===== config.mk =====
export PLATFORM = sky130hd
export DESIGN_NAME = mips_multicycle_ctrl
export DESIGN_NICKNAME = d
export VERILOG_FILES = /design/src/rtl/mips_multicycle_ctrl.sv
export SDC_FILE = /design/constraint.sdc
export NUM_CORES = 1
export LEC_CHECK = 0
export CORE_MARGIN = 5
export CORE_UTILIZATION = 43
export DETAILED_ROUTE_END_ITERATION = 8
export GPL_TIMING_DRIVEN = 0
export HOLD_SLACK_MARGIN = 0.12
export MAX_ROUTING_LAYER = met4
export PLACE_DENSITY = 0.81
export SLEW_MARGIN = 20
export SYNTH_ARGS = -nofsm -noshare
export SYNTH_HDL_FRONTEND = slang
export SYNTH_SLANG_ARGS = --single-unit

===== constraint.sdc =====
create_clock -name CLOCK_50 -period 1.8 [get_ports CLOCK_50]
set_input_delay 0.18 -clock CLOCK_50 [delete_from_list [all_inputs] [get_ports CLOCK_50]]
set_output_delay 0.18 -clock CLOCK_50 [all_outputs]
set_load 0.005 [all_outputs]

===== src/rtl/mips_multicycle_ctrl.sv =====
// Moore-style multicycle control FSM for the shared MIPS datapath.
// Sequences fetch/decode/execute/memory/writeback and drives every mux select and write enable.
module mips_multicycle_ctrl #(
    parameter int FETCH_WAIT = 0
) (
    input  logic       CLOCK_50,
    input  logic       reset,
    input  logic [5:0] op,
    input  logic [5:0] funct,
    input  logic       zero,
    output logic       iord,
    output logic       memwrite,
    output logic       irwrite,
    output logic       regdst,
    output logic       memtoreg,
    output logic       regwrite,
    output logic       alusrca,
    output logic [1:0] alusrcb,
    output logic [1:0] pcsrc,
    output logic       pcen,
    output logic [2:0] alucontrol,
    output logic       instr_done,
    output logic       illegal_op,
    output logic [3:0] state
);

    localparam logic [3:0] S_FETCH   = 4'd0;
    localparam logic [3:0] S_DECODE  = 4'd1;
    localparam logic [3:0] S_MEMADR  = 4'd2;
    localparam logic [3:0] S_MEMRD   = 4'd3;
    localparam logic [3:0] S_MEMWB   = 4'd4;
    localparam logic [3:0] S_MEMWR   = 4'd5;
    localparam logic [3:0] S_RTYPEEX = 4'd6;
    localparam logic [3:0] S_RTYPEWB = 4'd7;
    localparam logic [3:0] S_BEQEX   = 4'd8;
    localparam logic [3:0] S_ADDIEX  = 4'd9;
    localparam logic [3:0] S_ADDIWB  = 4'd10;
    localparam logic [3:0] S_JEX     = 4'd11;

    localparam logic [5:0] OP_RTYPE = 6'b000000;
    localparam logic [5:0] OP_LW    = 6'b100011;
    localparam logic [5:0] OP_SW    = 6'b101011;
    localparam logic [5:0] OP_BEQ   = 6'b000100;
    localparam logic [5:0] OP_ADDI  = 6'b001000;
    localparam logic [5:0] OP_J     = 6'b000010;

    localparam logic [3:0] WAIT_LAST = 4'(FETCH_WAIT);

    logic [3:0] next_state;
    logic [3:0] wait_cnt;
    logic       fetch_hit;
    logic       funct_ok;
    logic       pcwrite, branch, valid_state;
    logic       memwrite_raw, irwrite_raw, regwrite_raw, done_raw, illegal_raw;
    logic [1:0] aluop;

    assign fetch_hit   = (wait_cnt == WAIT_LAST);
    assign valid_state = (state < 4'd12);
    assign funct_ok    = (funct == 6'b100000) || (funct == 6'b100010) || (funct == 6'b100100) ||
                         (funct == 6'b100101) || (funct == 6'b101010);

    always_ff @(posedge CLOCK_50) begin
        if (reset) begin
            state    <= S_FETCH;
            wait_cnt <= 4'd0;
        end else begin
            state <= next_state;
            if (state == S_FETCH && !fetch_hit) wait_cnt <= wait_cnt + 4'd1;
            else                                wait_cnt <= 4'd0;
        end
    end

    always_comb begin
        next_state   = S_FETCH;
        iord         = 1'b0;
        memwrite_raw = 1'b0;
        irwrite_raw  = 1'b0;
        regdst       = 1'b0;
        memtoreg     = 1'b0;
        regwrite_raw = 1'b0;
        alusrca      = 1'b0;
        alusrcb      = 2'b00;
        pcsrc        = 2'b00;
        pcwrite      = 1'b0;
        branch       = 1'b0;
        aluop        = 2'b00;
        done_raw     = 1'b0;
        illegal_raw  = 1'b0;
        case (state)
            S_FETCH: begin
                alusrcb = 2'b01;
                if (fetch_hit) begin
                    irwrite_raw = 1'b1;
                    pcwrite     = 1'b1;
                    next_state  = S_DECODE;
                end else begin
                    next_state  = S_FETCH;
                end
            end
            S_DECODE: begin
                alusrcb = 2'b11;
                case (op)
                    OP_LW, OP_SW: next_state = S_MEMADR;
                    OP_BEQ:       next_state = S_BEQEX;
                    OP_ADDI:      next_state = S_ADDIEX;
                    OP_J:         next_state = S_JEX;
                    OP_RTYPE: begin
                        if (funct_ok) next_state  = S_RTYPEEX;
                        else          illegal_raw = 1'b1;
                    end
                    default:      illegal_raw = 1'b1;
                endcase
            end
            S_MEMADR: begin
                alusrca    = 1'b1;
                alusrcb    = 2'b10;
                next_state = (op == OP_SW) ? S_MEMWR : S_MEMRD;
            end
            S_MEMRD: begin
                iord       = 1'b1;
                next_state = S_MEMWB;
            end
            S_MEMWB: begin
                memtoreg     = 1'b1;
                regwrite_raw = 1'b1;
                done_raw     = 1'b1;
            end
            S_MEMWR: begin
                iord         = 1'b1;
                memwrite_raw = 1'b1;
                done_raw     = 1'b1;
            end
            S_RTYPEEX: begin
                alusrca    = 1'b1;
                aluop      = 2'b10;
                next_state = S_RTYPEWB;
            end
            S_RTYPEWB: begin
                regdst       = 1'b1;
                regwrite_raw = 1'b1;
                done_raw     = 1'b1;
            end
            S_BEQEX: begin
                alusrca  = 1'b1;
                aluop    = 2'b01;
                pcsrc    = 2'b01;
                branch   = 1'b1;
                done_raw = 1'b1;
            end
            S_ADDIEX: begin
                alusrca    = 1'b1;
                alusrcb    = 2'b10;
                next_state = S_ADDIWB;
            end
            S_ADDIWB: begin
                regwrite_raw = 1'b1;
                done_raw     = 1'b1;
            end
            S_JEX: begin
                pcsrc    = 2'b10;
                pcwrite  = 1'b1;
                done_raw = 1'b1;
            end
            default: next_state = S_FETCH;
        endcase
    end

    // Unused encodings drive every output low, including the ALU control.
    always_comb begin
        alucontrol = 3'b010;
        case (aluop)
            2'b01: alucontrol = 3'b110;
            2'b10: begin
                case (funct)
                    6'b100010: alucontrol = 3'b110;
                    6'b100100: alucontrol = 3'b000;
                    6'b100101: alucontrol = 3'b001;
                    6'b101010: alucontrol = 3'b111;
                    default:   alucontrol = 3'b010;
                endcase
            end
            default: alucontrol = 3'b010;
        endcase
        if (!valid_state) alucontrol = 3'b000;
    end

    // Reset suppresses every write and pulse so an abandoned instruction leaves no trace.
    assign memwrite   = memwrite_raw & ~reset;
    assign irwrite    = irwrite_raw  & ~reset;
    assign regwrite   = regwrite_raw & ~reset;
    assign pcen       = (pcwrite | (branch & zero)) & ~reset;
    assign instr_done = done_raw     & ~reset;
    assign illegal_op = illegal_raw  & ~reset;

endmodule


==> results of run 1 <==
area by class of cell:
| cell class | count | area, µm² | share of cell area |
|---|---|---|---|
| buffer | 10 | 98.84 | 0.06091 |
| clock buffer | 3 | 22.52 | 0.01388 |
| inverter | 7 | 26.28 | 0.01619 |
| multi-input combinational | 103 | 840.8 | 0.5181 |
| sequential | 8 | 172.7 | 0.1064 |
| tap | 27 | 33.78 | 0.02082 |
| timing repair buffer | 49 | 427.9 | 0.2637 |
routing by layer:
layer | routed length (µm) | vias up | track usage | share of wire
li1 | - | 552 | - | -
met1 | 1552 | 563 | 0.2442 | 0.39
met2 | 1912 | 93 | 0.3861 | 0.48
met3 | 259 | 35 | 0.04128 | 0.065
met4 | 272 | 0 | 0.1288 | 0.068
met5 | 0 | - | - | 0
power by group through the flow:
stage / logic [mW] / clock network [mW] / registers [mW]
finish: 0.204 / 0.147 / 0.180
detailed placement: 0.148 / 0 / 0.186
floorplan: 0.0828 / 0 / 0.186
global placement: 0.145 / 0 / 0.186
global route: 0.216 / 0.154 / 0.180
CTS: 0.178 / 0.143 / 0.180
synthesized netlist by cell type (3+ instances only):
library cell,instances,area [µm²]
nand2b_1,4,25.02
o21a_1,3,22.52
xnor2_1,3,26.28
inv_1,7,26.28
o21ai_0,3,15.01
nand2_1,9,33.78
a21oi_1,9,45.04
clkbuf_1,3,11.26
ha_1,5,62.56
nor4_1,3,18.77
nand3_1,3,15.01
nor2_1,18,67.56
nor3b_1,3,22.52
dfxtp_1,8,160.2
nor3_1,5,25.02
nor2b_1,4,25.02
buf_2,5,25.02
stage by stage:
| stage | total power [mW] | area [µm²] | std cells |
|---|---|---|---|
| floorplan | 0.2689 | 929.6 | 129 |
| global placement | 0.3312 | 1284 | 188 |
| detailed placement | 0.3344 | 1284 | 188 |
| CTS | 0.5008 | 1523 | 202 |
| global route | 0.5500 | 1623 | 207 |
| finish | 0.5318 | 1623 | 207 |
worst paths after layout:
check	endpoint	cells after the start	from	slack, ns
worst min-delay path	state[3]	2	reset	0.41
worst min register to register	wait_cnt[0]	2	wait_cnt[0]	0.53
worst max-delay path	alucontrol[1]	10	state[0]	-0.13
worst max register to register	state[0]	7	state[0]	0.07
worst max-delay path, cell delays in order (launching register included):
cell and delay, ns:
dfxtp_4 0.34, buf_8 0.12, nand2b_4 0.15, nor2_4 0.11, nand2_4 0.08, buf_6 0.12
ha_4 0.15, nand2b_4 0.13, a21oi_2 0.10, a21oi_1 0.05, buf_2 0.13
cell families (layout without fill, tap and decap cells):
| group | Yosys count | count (layout) |
|---|---|---|
| buf+inv | 18 | 69 |
| flops | 8 | 8 |
| fa+ha+maj | 6 | 6 |
| compound gates | 28 | 28 |
| simple gates | 64 | 64 |
| xor+xnor | 5 | 5 |
flip-flops by register name, indices dropped and copies added, names as in the netlist:
signal and flops:
wait_cnt 4, state 4
what timing repair did:
action / 4_1_cts / 5_1_grt
pin swaps: 8 / 8
buffers inserted: 12 / 5
setup endpoints to repair: 17 / 13
gates resized for setup: 80 / 19
hold buffers: 0 / 0
==> impl_metrics.py, run 1 <==
metrics = {
    "status": {
        "status": "complete, but fails checks",
        "violations": "setup timing",
    },
    "synthesis": {
        "ys_seq_area_frac": 0.1725,
        "yosysWarnings": 0,
        "ys_types": 43,
        "synth-simple-area-share": 0.4030,
        "synthAdderAreaFrac": 0.07817,
        "yosys-mux-area-fraction": 0,
        "ys_ff_latch": 8,
        "synth_compound_area_frac": 0.2116,
        "synth_top_family_by_area": "simple AND/OR/NAND/NOR gates",
        "synth_area_um2": 928.4,
        "synthArstFlopShare": 0,
        "synthXorXnorAreaFrac": 0.04717,
        "syn_avg_cell_area_um2": 7.197,
        "synthCells": 129,
        "synth_edf_count": 0,
        "ys.flop_type": "dfxtp_1",
        "synth_fp_nets": 149,
    },
    "timing": {
        "rsz0062_at_grt": "true",
        "setup_tns_ns": -0.4423,
        "fmax_mhz": 517.1,
        "finClkSkew_ns": 0.008044,
        "worstMarginPinSlew_ns": 0.4515,
        "whs_ns": 0.4055,
        "setup_slack_ns": -0.1340,
        "timing.final.crit_share": 1.074,
        "fin_crit_ns": 1.934,
        "slew_viol_final": 0,
        "hold_viol": 0,
        "slew_headroom": 0.6962,
        "setup_viol": 6,
    },
    "place": {
        "place_congestion": 0.8738,
        "port_buffers": 32,
        "dpl.hpwl_mm": 2.020,
        "post-place-ws_ns": -0.6499,
    },
    "route": {
        "vias": 1243,
        "initialDrtViolationCount": 44,
        "drt-vias-per-instance": 6.005,
        "dr.pass1.iters": 4,
        "wl_per_cell_um": 19.31,
        "routed_wl_mm": 3.997,
        "drc": 0,
        "drtAntennaViolNets": 0,
    },
    "job": {
        "drv_cap": 0,
    },
    "clock_network": {
        "clock_latency_ns": 0.27,
        "cts_buffers": 3,
        "cts_root_buffer": "clkbuf_4",
        "cts_tree": "done",
        "htree_levels": 1,
        "clock_sinks": 8,
        "ctsLongestPathBuffers": 2,
        "clkTransAtPathRegs_ns": 0.05,
    },
    "worst_setup_path": {
        "path_max_fanout": 5,
        "path_class": "reg2out",
        "start_kind": "flip-flop",
        "cp_data_required_time_ns": 1.62,
        "arrival_ns": 1.75,
        "cp-end-kind": "output port",
    },
    "pwr": {
        "power.density_mw_per_mm2": 327.7,
        "seq_power_share": 0.339,
        "pwr-share-comb": 0.385,
        "ir_drop_v": 0.0003644,
        "switching_share": 0.3157,
        "leakagePower_nw": 0.7846,
        "switchingPower_uw": 167.9,
        "internal_power_uw": 363.9,
        "clkPwrFrac": 0.277,
    },
    "cells_and_area": {
        "nets": 202,
        "final_common_cell": "nor2_1",
        "diodes": 0,
        "syn_to_final_growth_pct": 74.80,
        "final_cell_mix": "16 x nor2_1, 15 x buf_4, 13 x clkdlybuf4s50_1, 8 x buf_2",
        "drive_gt1_frac": 0.4222,
        "utilization": 0.8106,
        "fillers": 115,
    },
    "floorplan": {
        "rows": 16,
        "top_level_ports": 36,
        "dieWidth_um": 56.47,
        "start_util": 0.4637,
        "dieArea_mm2": 0.003188,
        "die_h_um": 56.47,
        "coreArea_mm2": 0.002002,
    },
    "grt": {
        "antenna_found_initial": 0,
        "first_global_vias": 1234,
        "grt_pass1_wl_mm": 5.609,
        "grt_max_degree": 11,
        "grt_overflow": 0,
        "grt_usage": 0.2266,
    },
    "worst_hold_path": {
        "hold_path_class": "in2reg",
    },
}
No activity file was read; power rests on OpenSTA's default activity.
==> run 2: changes to the inputs <==
--- a/config.mk
+++ b/config.mk
@@ -5,13 +5,15 @@
 export SDC_FILE = /design/constraint.sdc
 export NUM_CORES = 1
 export LEC_CHECK = 0
-export CORE_MARGIN = 5
-export CORE_UTILIZATION = 43
+export CAP_MARGIN = 20
+export CORE_MARGIN = 3
+export CORE_UTILIZATION = 50
 export DETAILED_ROUTE_END_ITERATION = 8
+export DONT_BUFFER_PORTS = 1
 export GPL_TIMING_DRIVEN = 0
 export HOLD_SLACK_MARGIN = 0.12
 export MAX_ROUTING_LAYER = met4
-export PLACE_DENSITY = 0.81
+export PLACE_DENSITY = 0.67
 export SLEW_MARGIN = 20
 export SYNTH_ARGS = -nofsm -noshare
 export SYNTH_HDL_FRONTEND = slang
==> impl_metrics.py, run 2 (synthesis gave the netlist of run 1 again) <==
metrics = {
    "worst_setup_path": {
        "path_cells": "buf_6, nand2b_4, nor2_4, nand2_2, ha_4, nand2_4, nor3b_4",
        "crit_end": "alucontrol[0]",
        "worstSetupStartpoint": "state[0]",
        "crit_family": "simple AND/OR/NAND/NOR gates",
        "crit_buf_inv": 1,
        "slowest_stage": "dfxtp_4",
        "r2r-start": "state[1]",
        "arrival_ns": 1.59,
        "r2r_cells": 5,
        "path_class": "reg2out",
        "path_max_fanout": 4,
        "max_stage_delay_ns": 0.36,
        "reg2reg_slack_ns": 0.23,
        "path_depth": 7,
        "cp_data_required_time_ns": 1.62,
        "cp-end-kind": "output port",
        "start_kind": "flip-flop",
        "reg2reg_to": "state[0]",
    },
    "grt": {
        "grt_overflow": 0,
        "grt_pass1_wl_mm": 4.153,
        "grt_usage": 0.2182,
        "first_global_vias": 925,
        "grt_max_degree": 11,
        "antenna_found_initial": 0,
    },
    "timing": {
        "slew_viol_final": 0,
        "timing.final.crit_share": 0.9852,
        "worstMarginPinSlew_ns": 0.4508,
        "setup_slack_ns": 0.02660,
        "hold_viol": 0,
        "finClkSkew_ns": 0.0007129,
        "fin_crit_ns": 1.773,
        "rsz0062_at_grt": "true",
        "setup_tns_ns": 0,
        "setup_viol": 0,
        "slew_headroom": 0.6994,
        "fmax_mhz": 563.9,
    },
    "floorplan": {
        "dieArea_mm2": 0.002410,
        "rows": 14,
        "die_h_um": 49.09,
        "coreArea_mm2": 0.001629,
        "start_util": 0.5699,
        "top_level_ports": 36,
        "dieWidth_um": 49.09,
    },
    "cells_and_area": {
        "final_cell_count_no_fill": 163,
        "drive_gt1_frac": 0.3094,
        "final_cell_mix": "17 x nor2_1, 9 x a21oi_1, 7 x buf_4, 6 x inv_1, 6 x nand2_1",
        "diodes": 0,
        "final_area_mm2": 0.001170,
        "fillers": 136,
        "final_common_cell": "nor2_1",
        "reg_top3": "state x4, wait_cnt x4",
        "syn_to_final_growth_pct": 26.01,
        "nets": 161,
    },
    "clock_network": {
        "cts_tree": "done",
        "cts_root_buffer": "clkbuf_4",
        "clkTransAtPathRegs_ns": 0.05,
        "clock_sinks": 8,
        "cts_hold_buf": 0,
        "cts_buffers": 3,
        "htree_levels": 1,
        "ctsLongestPathBuffers": 2,
        "clock_latency_ns": 0.26,
    },
    "place": {
        "place_congestion": 0.8761,
        "place_area_um2": 959.7,
        "place_inst": 153,
        "dpl.hpwl_mm": 1.717,
        "post-place-ws_ns": -0.2035,
        "port_buffers": 0,
    },
    "job": {
        "drv_cap": 0,
    },
    "route": {
        "drt-vias-per-instance": 5.988,
        "routed_wl_mm": 2.517,
        "drtAntennaViolNets": 0,
        "drc": 0,
        "dr.pass1.iters": 4,
        "vias": 976,
        "wl_per_cell_um": 15.44,
        "initialDrtViolationCount": 29,
    },
    "status": {
        "status": "finished, final reports clean",
    },
    "pwr": {
        "ir_drop_v": 0.0002881,
        "leakagePower_nw": 0.4749,
        "power.density_mw_per_mm2": 380.1,
    },
    "worst_hold_path": {
        "hold_path_class": "in2reg",
    },
}
-- run 2: worst min-delay path by stage --
stage               start  endpoint  cells after the start  slack [ns]
floorplan           op[2]  state[2]                      3        0.38
global placement    op[4]  state[2]                      3        0.42
detailed placement  op[2]  state[2]                      3        0.42
CTS                 op[2]  state[2]                      3        0.14
global route        op[4]  state[2]                      3        0.16
finish              op[4]  state[2]                      3        0.14
-- run 2: cell type report --
| cell class | count | area [µm²] | share of cell area |
|---|---|---|---|
| Multi-Input combinational cell | 103 | 768.2 | 0.6567 |
| Buffer | 11 | 98.84 | 0.08449 |
| Clock buffer | 3 | 22.52 | 0.01925 |
| Tap cell | 24 | 30.03 | 0.02567 |
| Sequential cell | 8 | 171.4 | 0.1465 |
| Timing Repair Buffer | 7 | 52.55 | 0.04492 |
| Inverter | 7 | 26.28 | 0.02246 |
-- run 2: worst min-delay path, cell delays in order --
cell	delay (ns)
nor4_1	0.03
nand3_1	0.08
a21oi_1	0.06
-- run 2: report_power, final --
part	internal (mW)	switching (mW)	leakage, nW
clock	0.0767	0.0668	0.0138
combinational	0.0572	0.0619	0.394
sequential	0.178	0.00390	0.0676
-- run 2: metrics by stage --
| step | total power [mW] | hold WS [ns] | util |
|---|---|---|---|
| after floorplan | 0.2689 | 0.3800 | - |
| after global placement | 0.2829 | 0.4164 | 0.5891 |
| after detailed placement | 0.2848 | 0.4162 | 0.5891 |
| after CTS | 0.4375 | 0.1394 | 0.6843 |
| after global routing | 0.4664 | 0.1594 | 0.7181 |
| final | 0.4447 | 0.1378 | 0.7181 |
-- run 2: per-layer routing --
metal  vias to the layer above  track usage  share of wire
li1                        470            -              -
met1                       460       0.2826           0.44
met2                        44       0.3504           0.47
met3                         2      0.04587          0.081
met4                         0      0.03791         0.0060
met5                         -            -              0
-- run 2: what timing repair did --
action	CTS	global route
pin swaps	4	4
resized for setup	27	11
endpoints found under the hold margin	0	0
endpoints found under the setup margin	6	7
setup buffers	5	2
cloned	0	0
==> run 3: changes to the inputs <==
--- a/config.mk
+++ b/config.mk
@@ -6,7 +6,7 @@
 export NUM_CORES = 1
 export LEC_CHECK = 0
 export CAP_MARGIN = 20
-export CORE_MARGIN = 3
+export CORE_MARGIN = 8
 export CORE_UTILIZATION = 50
 export DETAILED_ROUTE_END_ITERATION = 8
 export DONT_BUFFER_PORTS = 1
==> constraint.sdc (replaced) <==
create_clock -name CLOCK_50 -period 1.8 [get_ports CLOCK_50]
set_input_delay 0.36 -clock CLOCK_50 [delete_from_list [all_inputs] [get_ports CLOCK_50]]
set_output_delay 0.36 -clock CLOCK_50 [all_outputs]
set_load 0.005 [all_outputs]
==> impl_metrics.py, run 3 (synthesis gave the netlist of run 1 again) <==
metrics = {
    "route": {
        "routed_wl_mm": 2.892,
        "drt-vias-per-instance": 5.852,
        "vias": 989,
        "dr.pass1.iters": 4,
        "drtAntennaViolNets": 0,
        "drc": 0,
        "initialDrtViolationCount": 30,
        "wl_per_cell_um": 17.11,
    },
    "pwr": {
        "switching_share": 0.2977,
        "switchingPower_uw": 134.5,
        "power.density_mw_per_mm2": 358.9,
        "clkPwrFrac": 0.305,
        "ir_drop_v": 0.0003392,
        "internal_power_uw": 317.3,
        "seq_power_share": 0.404,
        "leakagePower_nw": 0.5031,
        "pwr-share-comb": 0.291,
    },
    "clock_network": {
        "cts_buffers": 3,
        "htree_levels": 1,
        "cts_tree": "done",
        "clock_sinks": 8,
        "cts_root_buffer": "clkbuf_4",
        "ctsLongestPathBuffers": 2,
        "clock_latency_ns": 0.26,
        "cts_hold_buf": 0,
        "clkTransAtPathRegs_ns": 0.05,
    },
    "worst_setup_path": {
        "path_class": "reg2out",
        "crit_family": "simple AND/OR/NAND/NOR gates",
        "path_cells": "buf_6, nand2b_4, nor2_4, nand2_4, ha_4, nand2_2, nor3b_2",
        "slowest_stage": "dfxtp_4",
        "crit_buf_inv": 1,
        "max_stage_delay_ns": 0.36,
        "cp-end-kind": "output port",
        "path_max_fanout": 4,
        "cp_data_required_time_ns": 1.44,
        "start_kind": "flip-flop",
        "arrival_ns": 1.60,
    },
    "place": {
        "dpl.hpwl_mm": 1.847,
        "post-place-ws_ns": -0.1650,
        "port_buffers": 0,
        "place_congestion": 0.9037,
        "place_inst": 154,
    },
    "grt": {
        "grt_overflow": 0,
        "grt_usage": 0.1549,
        "antenna_found_initial": 0,
        "grt_pass1_wl_mm": 4.153,
        "grt_max_degree": 11,
        "first_global_vias": 922,
    },
    "status": {
        "violations": "setup timing",
        "status": "complete, but fails checks",
    },
    "timing": {
        "slew_viol_final": 0,
        "worstMarginPinSlew_ns": 0.4347,
        "slew_headroom": 0.7102,
        "timing.final.crit_share": 1.087,
        "setup_viol": 7,
        "finClkSkew_ns": 0.004440,
        "setup_slack_ns": -0.1574,
        "hold_viol": 0,
        "fmax_mhz": 510.9,
        "fin_crit_ns": 1.957,
        "rsz0062_at_grt": "true",
    },
    "floorplan": {
        "top_level_ports": 36,
        "dieArea_mm2": 0.003492,
        "die_h_um": 59.09,
        "dieWidth_um": 59.09,
        "start_util": 0.5319,
        "coreArea_mm2": 0.001745,
        "rows": 15,
    },
    "cells_and_area": {
        "nets": 166,
        "syn_to_final_growth_pct": 35.58,
        "final_cell_mix": "15 x nor2_1, 10 x buf_4, 7 x buf_6, 7 x a21oi_1, 6 x nand2_1",
        "utilization": 0.7211,
        "final_cell_count_no_fill": 169,
        "drive_gt1_frac": 0.4236,
        "final_common_cell": "nor2_1",
        "diodes": 0,
        "reg_top3": "state x4, wait_cnt x4",
    },
    "job": {
        "drv_cap": 0,
    },
    "worst_hold_path": {
        "hold_path_class": "in2reg",
    },
}
run 3: worst min-delay path, delay by kind of cell:
kind | cells | cell delay (ns)
AND/OR/NAND/NOR | 2 | 0.11
AO/OA/AOI/OAI | 1 | 0.06
run 3: power groups by stage:
stage	registers (mW)	clock network (mW)	logic, mW
final	0.183	0.138	0.131
after global routing	0.183	0.154	0.140
after CTS	0.182	0.143	0.116
after detailed placement	0.187	0	0.0988
after global placement	0.187	0	0.0974
after floorplan	0.186	0	0.0830
run 3: per-layer routing:
metal,up-vias,routed length [µm],GRT usage
met2,37,1488,0.2586
met3,4,178,0.05423
met4,0,59,0.03413
li1,479,-,-
met5,-,0,-
met1,469,1166,0.1736
run 3: final cells by class:
cell class / count / area, µm²
Sequential cell: 8 / 172.7
Timing Repair Buffer: 13 / 108.9
Inverter: 7 / 26.28
Multi-Input combinational cell: 103 / 815.8
Buffer: 10 / 81.33
Fill cell: 139 / 486.7
Tap cell: 25 / 31.28
Clock buffer: 3 / 22.52
run 3: worst paths after layout:
check / from / end / slack (ns) / cells after the start
min reg2reg: wait_cnt[0] / wait_cnt[0] / 0.44 / 1
min: op[4] / state[2] / 0.32 / 3
max: state[0] / alucontrol[0] / -0.16 / 7
max reg2reg: wait_cnt[0] / state[0] / 0.14 / 8
run 3: repair_timing:
action | in CTS | in global routing
buffers inserted | 10 | 5
pin swaps | 7 | 10
resized for setup | 31 | 22
hold endpoints to repair | 0 | 0
endpoints found under the setup margin | 10 | 10
run 3: metrics by stage:
step / cell area (µm²) / power (mW) / hold slack, ns / setup TNS [ns]
2_1_floorplan: 938.4 / 0.2691 / 0.4296 / 0
3_3_place_gp: 969.7 / 0.2840 / 0.4434 / -0.3924
3_5_place_dp: 969.7 / 0.2855 / 0.4539 / -0.4451
4_1_cts: 1160 / 0.4410 / 0.3101 / -0.7699
5_1_grt: 1259 / 0.4769 / 0.3290 / -1.188
6_report: 1259 / 0.4517 / 0.3184 / -0.6736
